File: src/rtl/pipeline_ctrl_if.sv
// Pipeline control bus: hazard/stall requests and multi-cycle/flush commands in,
// per-stage hold, flush redirect and multi-cycle status out.
interface pipeline_ctrl_if;
  localparam int unsigned CNT_W    = 6;
  localparam int unsigned ADDR_W   = 32;
  localparam int unsigned STAGES_W = 6;

  logic                stallreq_id;
  logic                stallreq_ex;
  logic                mc_start;
  logic [CNT_W-1:0]    mc_cycles;
  logic                flush_req;
  logic [ADDR_W-1:0]   flush_target;
  logic [STAGES_W-1:0] stall;
  logic                flush;
  logic [ADDR_W-1:0]   new_pc;
  logic                mc_busy;
  logic                mc_done;

  modport master (
    output stallreq_id, stallreq_ex, mc_start, mc_cycles, flush_req, flush_target,
    input  stall, flush, new_pc, mc_busy, mc_done
  );

  modport slave (
    input  stallreq_id, stallreq_ex, mc_start, mc_cycles, flush_req, flush_target,
    output stall, flush, new_pc, mc_busy, mc_done
  );
endinterface

File: src/rtl/pipeline_ctrl.sv
// Pipeline hazard controller: resolves per-stage stalls, sequences multi-cycle
// execute operations and issues registered flush/redirect pulses.
module pipeline_ctrl (
  input  logic           clk,
  input  logic           rst,
  pipeline_ctrl_if.slave bus
);
  localparam int unsigned CNT_W    = 6;
  localparam int unsigned ADDR_W   = 32;
  localparam int unsigned STAGES_W = 6;

  localparam logic [STAGES_W-1:0] STALL_NONE = 6'b000000;
  localparam logic [STAGES_W-1:0] STALL_EX   = 6'b001111;
  localparam logic [STAGES_W-1:0] STALL_ID   = 6'b000111;

  typedef enum logic [0:0] {
    IDLE   = 1'b0,
    MC_RUN = 1'b1
  } state_t;

  state_t              r_state;
  state_t              w_state_nxt;
  logic [CNT_W-1:0]    r_cnt;
  logic [CNT_W-1:0]    w_cnt_nxt;
  logic                r_flush;
  logic                w_flush_nxt;
  logic [ADDR_W-1:0]   r_new_pc;
  logic [ADDR_W-1:0]   w_new_pc_nxt;
  logic                r_mc_busy;
  logic                w_mc_busy_nxt;
  logic                r_mc_done;
  logic                w_mc_done_nxt;
  logic [STAGES_W-1:0] w_stall;

  // State and output registers
  always_ff @(posedge clk or negedge rst) begin
    if (!rst) begin
      r_state   <= IDLE;
      r_cnt     <= '0;
      r_flush   <= 1'b0;
      r_new_pc  <= '0;
      r_mc_busy <= 1'b0;
      r_mc_done <= 1'b0;
    end else begin
      r_state   <= w_state_nxt;
      r_cnt     <= w_cnt_nxt;
      r_flush   <= w_flush_nxt;
      r_new_pc  <= w_new_pc_nxt;
      r_mc_busy <= w_mc_busy_nxt;
      r_mc_done <= w_mc_done_nxt;
    end
  end

  // Next state; a flush request overrides mc_start and aborts a running operation
  always_comb begin
    w_state_nxt  = r_state;
    w_cnt_nxt    = r_cnt;
    w_flush_nxt  = bus.flush_req;
    w_new_pc_nxt = bus.flush_req ? bus.flush_target : r_new_pc;

    if (bus.flush_req) begin
      w_state_nxt = IDLE;
      w_cnt_nxt   = '0;
    end else begin
      case (r_state)
        IDLE: begin
          if (bus.mc_start) begin
            w_state_nxt = MC_RUN;
            w_cnt_nxt   = (bus.mc_cycles == '0) ? CNT_W'(1) : bus.mc_cycles;
          end
        end
        MC_RUN: begin
          if (r_cnt <= CNT_W'(1)) begin
            w_state_nxt = IDLE;
            w_cnt_nxt   = '0;
          end else begin
            w_cnt_nxt = r_cnt - CNT_W'(1);
          end
        end
        default: begin
          w_state_nxt = IDLE;
          w_cnt_nxt   = '0;
        end
      endcase
    end

    // done is registered so it is high exactly during the cnt==1 cycle
    w_mc_busy_nxt = (w_state_nxt == MC_RUN);
    w_mc_done_nxt = (w_state_nxt == MC_RUN) && (w_cnt_nxt == CNT_W'(1));
  end

  // Stall priority: reset/flush, then multi-cycle or EX request, then ID request
  always_comb begin
    w_stall = STALL_NONE;
    if (!rst || r_flush) begin
      w_stall = STALL_NONE;
    end else if ((r_state == MC_RUN) || bus.mc_start || bus.stallreq_ex) begin
      w_stall = STALL_EX;
    end else if (bus.stallreq_id) begin
      w_stall = STALL_ID;
    end
  end

  assign bus.stall   = w_stall;
  assign bus.flush   = r_flush;
  assign bus.new_pc  = r_new_pc;
  assign bus.mc_busy = r_mc_busy;
  assign bus.mc_done = r_mc_done;
endmodule

File: src/flat_wrapper.sv
// flat-port wrapper written by rule: the top's interface ports become plain ports
module pipeline_ctrl_flat 
  (clk, rst, bus_stallreq_id, bus_stallreq_ex, bus_mc_start, bus_mc_cycles, bus_flush_req, bus_flush_target, bus_stall, bus_flush, bus_new_pc, bus_mc_busy, bus_mc_done);
  pipeline_ctrl_if bus_i ();
  input  logic clk;
  input  logic rst;
  input wire logic [$bits(bus_i.stallreq_id)-1:0] bus_stallreq_id;
  input wire logic [$bits(bus_i.stallreq_ex)-1:0] bus_stallreq_ex;
  input wire logic [$bits(bus_i.mc_start)-1:0] bus_mc_start;
  input wire logic [$bits(bus_i.mc_cycles)-1:0] bus_mc_cycles;
  input wire logic [$bits(bus_i.flush_req)-1:0] bus_flush_req;
  input wire logic [$bits(bus_i.flush_target)-1:0] bus_flush_target;
  output wire logic [$bits(bus_i.stall)-1:0] bus_stall;
  output wire logic [$bits(bus_i.flush)-1:0] bus_flush;
  output wire logic [$bits(bus_i.new_pc)-1:0] bus_new_pc;
  output wire logic [$bits(bus_i.mc_busy)-1:0] bus_mc_busy;
  output wire logic [$bits(bus_i.mc_done)-1:0] bus_mc_done;
  assign bus_i.stallreq_id = bus_stallreq_id;
  assign bus_i.stallreq_ex = bus_stallreq_ex;
  assign bus_i.mc_start = bus_mc_start;
  assign bus_i.mc_cycles = bus_mc_cycles;
  assign bus_i.flush_req = bus_flush_req;
  assign bus_i.flush_target = bus_flush_target;
  assign bus_stall = bus_i.stall;
  assign bus_flush = bus_i.flush;
  assign bus_new_pc = bus_i.new_pc;
  assign bus_mc_busy = bus_i.mc_busy;
  assign bus_mc_done = bus_i.mc_done;
  pipeline_ctrl u_core (.clk(clk), .rst(rst), .bus(bus_i));
endmodule
File: config.mk
export PLATFORM = sky130hd
export DESIGN_NAME = pipeline_ctrl_flat
export DESIGN_NICKNAME = d
export VERILOG_FILES = /design/src/rtl/pipeline_ctrl_if.sv /design/src/rtl/pipeline_ctrl.sv /design/src/flat_wrapper.sv
export SDC_FILE = /design/constraint.sdc
export NUM_CORES = 1
export LEC_CHECK = 0
export CELL_PAD_IN_SITES_DETAIL_PLACEMENT = 1
export CELL_PAD_IN_SITES_GLOBAL_PLACEMENT = 2
export CORE_UTILIZATION = 27
export DETAILED_ROUTE_END_ITERATION = 10
export GPL_ROUTABILITY_DRIVEN = 0
export GPL_TIMING_DRIVEN = 0
export PLACE_DENSITY_LB_ADDON = 0.2
export SETUP_SLACK_MARGIN = 0.4
export SYNTH_ARGS = -nofsm -noshare
export SYNTH_HDL_FRONTEND = slang
export SYNTH_SLANG_ARGS = --single-unit
File: constraint.sdc
create_clock -name clk -period 5.93 [get_ports clk]
set_clock_uncertainty 0.1 [all_clocks]
set_input_delay 1.4825 -clock clk [delete_from_list [all_inputs] [get_ports clk]]
set_output_delay 1.4825 -clock clk [all_outputs]
set_load 0.01 [all_outputs]
==> results.json, run 1 <==
{
  "grt_max_degree": 43,
  "mostFrequentLayoutCells": "80 x clkdlybuf4s50_1, 41 x dfrtp_1, 32 x mux2_2",
  "initialDrtViolationCount": 27,
  "fp.dieW_um": 84.4,
  "dpl.hpwl_um": 3730,
  "peakVddDrop_mv": 0.122,
  "drive_gt1_share_pct": 23.8,
  "worst_hold_path_type": "reg2reg",
  "cts_buffers": 5,
  "cts-root-buf": "clkbuf_8",
  "power.total_w": 0.000721,
  "syn_area_um2": 1830,
  "maxCapViolations": 0,
  "viasPerCell": 4.42,
  "hold_viol": 0,
  "cts_tree": "done",
  "cts_sinks": 41,
  "wl_per_cell_um": 15.5,
  "n_antenna_cell": 0,
  "syn_area_per_cell_um2": 13.4,
  "status": "complete, but fails checks",
  "antenna_found_initial": 0,
  "syn2layout_area_growth_pct": 54.9,
  "rsz0062_at_grt": "no",
  "die_h_um": 84.4,
  "start_util_pct": 28.4,
  "grt_pass1_wl_um": 8070,
  "crit_path_top_delay_cell": "buf_2",
  "end_kind": "output port",
  "cts_setup_buffers": 0,
  "r2r_slack_ns": 3.77,
  "max_stage_delay_ns": 0.70,
  "worstPathCellList": "buf_2 -> nor2b_1 -> o21a_1 -> a21o_1 -> buf_4 -> clkdlybuf4s50_1",
  "final_common_cell": "clkdlybuf4s50_1",
  "die_area_um2": 7120,
  "yosys_warnings": 0,
  "htree_levels": 2,
  "core_um2": 6460,
  "grt_overflow": 0,
  "routed_wl_um": 4720,
  "startpoint_type": "primary input",
  "finalMaxSlewViolations": 0,
  "portBuffers": 81,
  "fmax_mhz": 200,
  "clk_pin_slew_worst_paths_ns": 0.08,
  "holdPathEnd": "u_core.bus.new_pc[16]$_DFFE_PN0P_",
  "power_leakage_nw": 1.18,
  "ys_seq_elements": 41,
  "worst-setup-path-type": "in2out",
  "clock_latency_ns": 0.28,
  "vias": 1345,
  "p_per_area_nw_per_um2": 254,
  "post-route-util_pct": 44.0,
  "syn_inst": 137,
  "worstReg2RegEnd": "u_core.bus.mc_done$_DFF_PN0_",
  "worst-r2r-cell-count": 7,
  "grt_pass1_vias": 1620,
  "ant_nets": 0,
  "slew_headroom_pct": 38.4,
  "drcViolationCount": 7,
  "layout.nets": 272,
  "worstHoldStart": "u_core.bus.new_pc[16]$_DFFE_PN0P_",
  "hold_depth": 1,
  "rr_startpoint": "u_core.r_cnt[0]$_DFF_PN0_",
  "worstPathBufferInverterCount": 3,
  "ys_seq_area_share_pct": 56.0,
  "tightest_slew_ns": 0.924,
  "critPathMaxFanout": 42,
  "clockBufferDepth": 2,
  "io_pins": 85,
  "fillers": 682,
  "fin_crit_sh_pct": 84.4,
  "postCtsResizedCells": 0,
  "hold_slack_ns": 0.409,
  "critPathTopFamily": "buffers and inverters",
  "crit_required_ns": 4.35,
  "ys_types": 35,
  "dr.pass1.iters": 7,
  "violations": "DRC",
  "rows": 29,
  "cts_hold_buf": 0,
  "arrival_ns": 3.42,
  "grt_usage_pct": 14.5,
  "fin_crit_ns": 5.01,
  "setup_viol": 0
}
## sequential cells by signal, indices dropped and copies added, names as in the netlist
register and cells:
u_core.bus.mc_done 1, u_core.r_cnt 6, u_core.bus.new_pc 32, u_core.r_state 1, u_core.bus.flush 1
## worst max path at each step
stage,startpoint,endpoint,slack [ns],depth (start not counted)
global placement,rst,bus_stall[2],-0.10,6
global route,rst,bus_stall[1],0.72,6
CTS,rst,bus_stall[1],0.85,6
floorplan,bus_mc_start,bus_stall[1],1.78,5
finish,rst,bus_stall[1],0.92,6
detailed placement,rst,bus_stall[1],0.86,6
## Yosys cell counts (all sizes together)
cell     instances  area share (%)
dfrtp           41              56
mux2            32              20
nor2             7             1.4
buf              6             2.5
nand2            5             1.2
a211oi           4             1.9
clkbuf           4            0.82
inv              4            0.82
nor3             4             1.4
a21oi            3            0.82
and2b            3             1.3
a31oi            2            0.68
ha               2             1.4
mux2i            2             1.1
nand2b           2            0.68
nor2b            2            0.68
or2              2            0.68
xnor2            2            0.96
a2111oi          1             1.5
a21o             1            0.41
a41o             1             1.2
conb             1            0.20
nor3b            1            0.41
nor4             1            0.68
o211a            1            0.55
o21a             1            0.41
or3              1            0.34
xor2             1            0.48
## where the power goes
part | total [W] | internal [W] | switching (W)
Clock | 0.000197 | 0.000105 | 0.0000914
Combinational | 0.000194 | 0.000115 | 0.0000795
Sequential | 0.000330 | 0.000309 | 0.0000212
Total | 0.000721 | 0.000529 | 0.000192
## cell families after synthesis
kind of cell               share of synthesized area [%]
and+or+nand+nor                                     8.74
muxes                                               20.8
buffers and inverters                               4.09
DFF                                                 56.0
adders and majority gates                           1.36
other                                              0.205
xor gates and xnor gates                            1.43
AOI/OAI and AO/OA                                   7.44
## metal layers
| layer | track usage, % | up-vias | share of wire [%] |
|---|---|---|---|
| met1 | 15.4 | 662 | 38 |
| met2 | 27.0 | 40 | 54 |
| met4 | 3.70 | 0 | 0.53 |
| met3 | 5.31 | 2 | 7.5 |
| met5 | 0 | - | 0 |
| li1 | - | 641 | - |
## layout make-up
type / count / area (um2) / area share (%)
plain buffers: 10 / 60.1 / 2.11
clock buffers: 7 / 96.3 / 3.39
clock inverters: 1 / 5.00 / 0.176
inverters: 4 / 15.0 / 0.529
multi-input cells: 83 / 736 / 25.9
flip-flops and latches: 41 / 1030 / 36.1
well taps: 77 / 96.3 / 3.39
repair buffers: 81 / 806 / 28.4
## metrics by stage
stage / cells / worst slack [ns] / TNS, ns / instance area [um2]
finish: 304 / 0.924 / 0 / 2840
global route: 304 / 0.719 / 0 / 2840
CTS: 304 / 0.849 / 0 / 2840
detailed placement: 296 / 0.856 / 0 / 2740
global placement: 296 / -0.105 / -0.229 / 2740
floorplan: 138 / 1.78 / 0 / 1840
Note: power is estimated with default switching activity, not from simulation.
==> inputs of run 2 (changes only) <==
--- a/config.mk
+++ b/config.mk
@@ -7,7 +7,7 @@
 export LEC_CHECK = 0
 export CELL_PAD_IN_SITES_DETAIL_PLACEMENT = 1
 export CELL_PAD_IN_SITES_GLOBAL_PLACEMENT = 2
-export CORE_UTILIZATION = 27
+export CORE_UTILIZATION = 23
 export DETAILED_ROUTE_END_ITERATION = 10
 export GPL_ROUTABILITY_DRIVEN = 0
 export GPL_TIMING_DRIVEN = 0
==> constraint.sdc (replaced) <==
create_clock -name clk -period 4.12 [get_ports clk]
set_clock_uncertainty 0.1 [all_clocks]
set_input_delay 1.03 -clock clk [delete_from_list [all_inputs] [get_ports clk]]
set_output_delay 1.03 -clock clk [all_outputs]
set_load 0.01 [all_outputs]
==> results.json, run 2 (synthesized netlist as in run 1, its figures left out) <==
{
  "r2r_slack_ns": 1.94,
  "cts_setup_buffers": 0,
  "worst_hold_path_type": "reg2reg",
  "fin_crit_sh_pct": 88.6,
  "portBuffers": 81,
  "syn2layout_area_growth_pct": 59.2,
  "grt_max_degree": 17,
  "rr_startpoint": "u_core.r_cnt[0]$_DFF_PN0_",
  "mostFrequentLayoutCells": "80 x clkdlybuf4s50_1, 41 x dfrtp_1, 32 x mux2_2",
  "setup_viol": 0,
  "multi_input_area_um2": 741,
  "viasPerCell": 4.13,
  "arrival_ns": 2.52,
  "cts_hold_buf": 0,
  "drcViolationCount": 0,
  "layout.nets": 274,
  "fillers": 856,
  "max_stage_delay_ns": 0.47,
  "startpoint_type": "primary input",
  "vias": 1367,
  "post-route-util_pct": 37.8,
  "tightest_slew_ns": 0.598,
  "routed_wl_um": 4770,
  "cts_buffers": 5,
  "grt_overflow": 0,
  "antenna_found_initial": 0,
  "fin_crit_ns": 3.65,
  "placed_cells": 322,
  "crit_required_ns": 2.99,
  "cts_tree": "done",
  "finalMaxSlewViolations": 0,
  "die_area_um2": 8330,
  "worst-r2r-cell-count": 7,
  "io_pins": 85,
  "dpl.hpwl_um": 3580,
  "peakVddDrop_mv": 0.164,
  "dr.pass1.iters": 2,
  "grt_usage_pct": 12.4,
  "power.total_w": 0.00102,
  "stdcell_count": 331,
  "rows": 32,
  "clk_pin_slew_worst_paths_ns": 0.07,
  "p_per_area_nw_per_um2": 349,
  "largest_reg_flops": 32,
  "start_util_pct": 23.7,
  "die_h_um": 91.3,
  "hold_viol": 0,
  "holdPathEnd": "u_core.bus.new_pc[16]$_DFFE_PN0P_",
  "power_leakage_nw": 1.20,
  "maxCapViolations": 0,
  "clockBufferDepth": 2,
  "ant_nets": 0,
  "wl_per_cell_um": 14.4,
  "grt_pass1_vias": 1513,
  "htree_levels": 2,
  "n_antenna_cell": 0,
  "status": "finished clean",
  "worstReg2RegEnd": "u_core.bus.mc_done$_DFF_PN0_",
  "fp.dieW_um": 91.3,
  "worst-setup-path-type": "in2out",
  "regArea_um2": 1030,
  "rsz0062_at_grt": "no",
  "critPathMaxFanout": 9,
  "drive_gt1_share_pct": 23.6,
  "clock_latency_ns": 0.29,
  "core_um2": 7730,
  "worstHoldStart": "u_core.bus.new_pc[16]$_DFFE_PN0P_",
  "cts_sinks": 41,
  "worstPathCellList": "clkbuf_1 -> or2_4 -> o21a_1 -> a21o_1 -> buf_4 -> clkdlybuf4s50_1",
  "end_kind": "output port",
  "hold_slack_ns": 0.409,
  "timing.final.ws_setup_ns": 0.471,
  "slew_headroom_pct": 60.1,
  "cts-root-buf": "clkbuf_8",
  "final_common_cell": "clkdlybuf4s50_1",
  "grt_pass1_wl_um": 7940,
  "hold_depth": 1,
  "initialDrtViolationCount": 30,
  "dp_slack_ns": 0.164,
  "crit_path_top_delay_cell": "clkdlybuf4s50_1",
  "fmax_mhz": 274
}
run 2: cell count changes in the layout (fill, tap and decap cells not counted), sizes merged:
cell,change
bufbuf,+1
buf,+1
clkinv,-1
clkbuf,+1
run 2: area by class of cell:
cell class	count	area share (%)
Buffer	10	2.06
Clock buffer	8	2.74
Inverter	4	0.515
Multi-Input combinational cell	83	25.4
Sequential cell	41	35.2
Tap cell	102	4.37
Timing Repair Buffer	83	29.8
run 2: how the worst max path moves through the flow:
stage | end | slack [ns] | start | depth (start not counted)
after floorplan | bus_stall[1] | 0.87 | bus_mc_start | 5
after global placement | bus_stall[1] | -1.23 | rst | 6
after detailed placement | bus_stall[1] | 0.16 | rst | 7
after CTS | bus_stall[1] | 0.43 | rst | 7
after global routing | bus_stall[2] | 0.42 | bus_mc_start | 6
final | bus_stall[1] | 0.47 | bus_mc_start | 6
run 2: layer usage:
| layer | up-vias | wire length, um | track usage [%] | part of all wire, % |
|---|---|---|---|---|
| met2 | 41 | 2310 | 20.5 | 49 |
| met3 | 7 | 331 | 4.10 | 6.9 |
| met5 | - | 0 | 0 | 0 |
| met1 | 670 | 2070 | 15.1 | 43 |
| li1 | 649 | - | - | - |
| met4 | 0 | 55 | 4.37 | 1.2 |
run 2: critical path, delay by kind of cell:
kind,cells,cell delay (ns)
buffers and inverters,3,0.78
AO/OA/AOI/OAI,2,0.38
AND/OR/NAND/NOR,1,0.33
run 2: metrics by stage:
step           TNS [ns]  area (um2)
3_3_place_gp      -4.64        2780
3_5_place_dp          0        2790
4_1_cts               0        2910
6_report              0        2920
5_1_grt               0        2920
2_1_floorplan         0        1840
run 2: report_power, final:
group | switching, W | internal, W
Clock | 0.000136 | 0.000121
Combinational | 0.000113 | 0.000173
Sequential | 0.0000301 | 0.000444
Total | 0.000279 | 0.000738
run 2: timing repair:
action,4_1_cts,5_1_grt
pin swaps,0,0
endpoints found under the setup margin,4,2
resized for setup,3,2
cloned,1,0
endpoints found under the hold margin,0,0
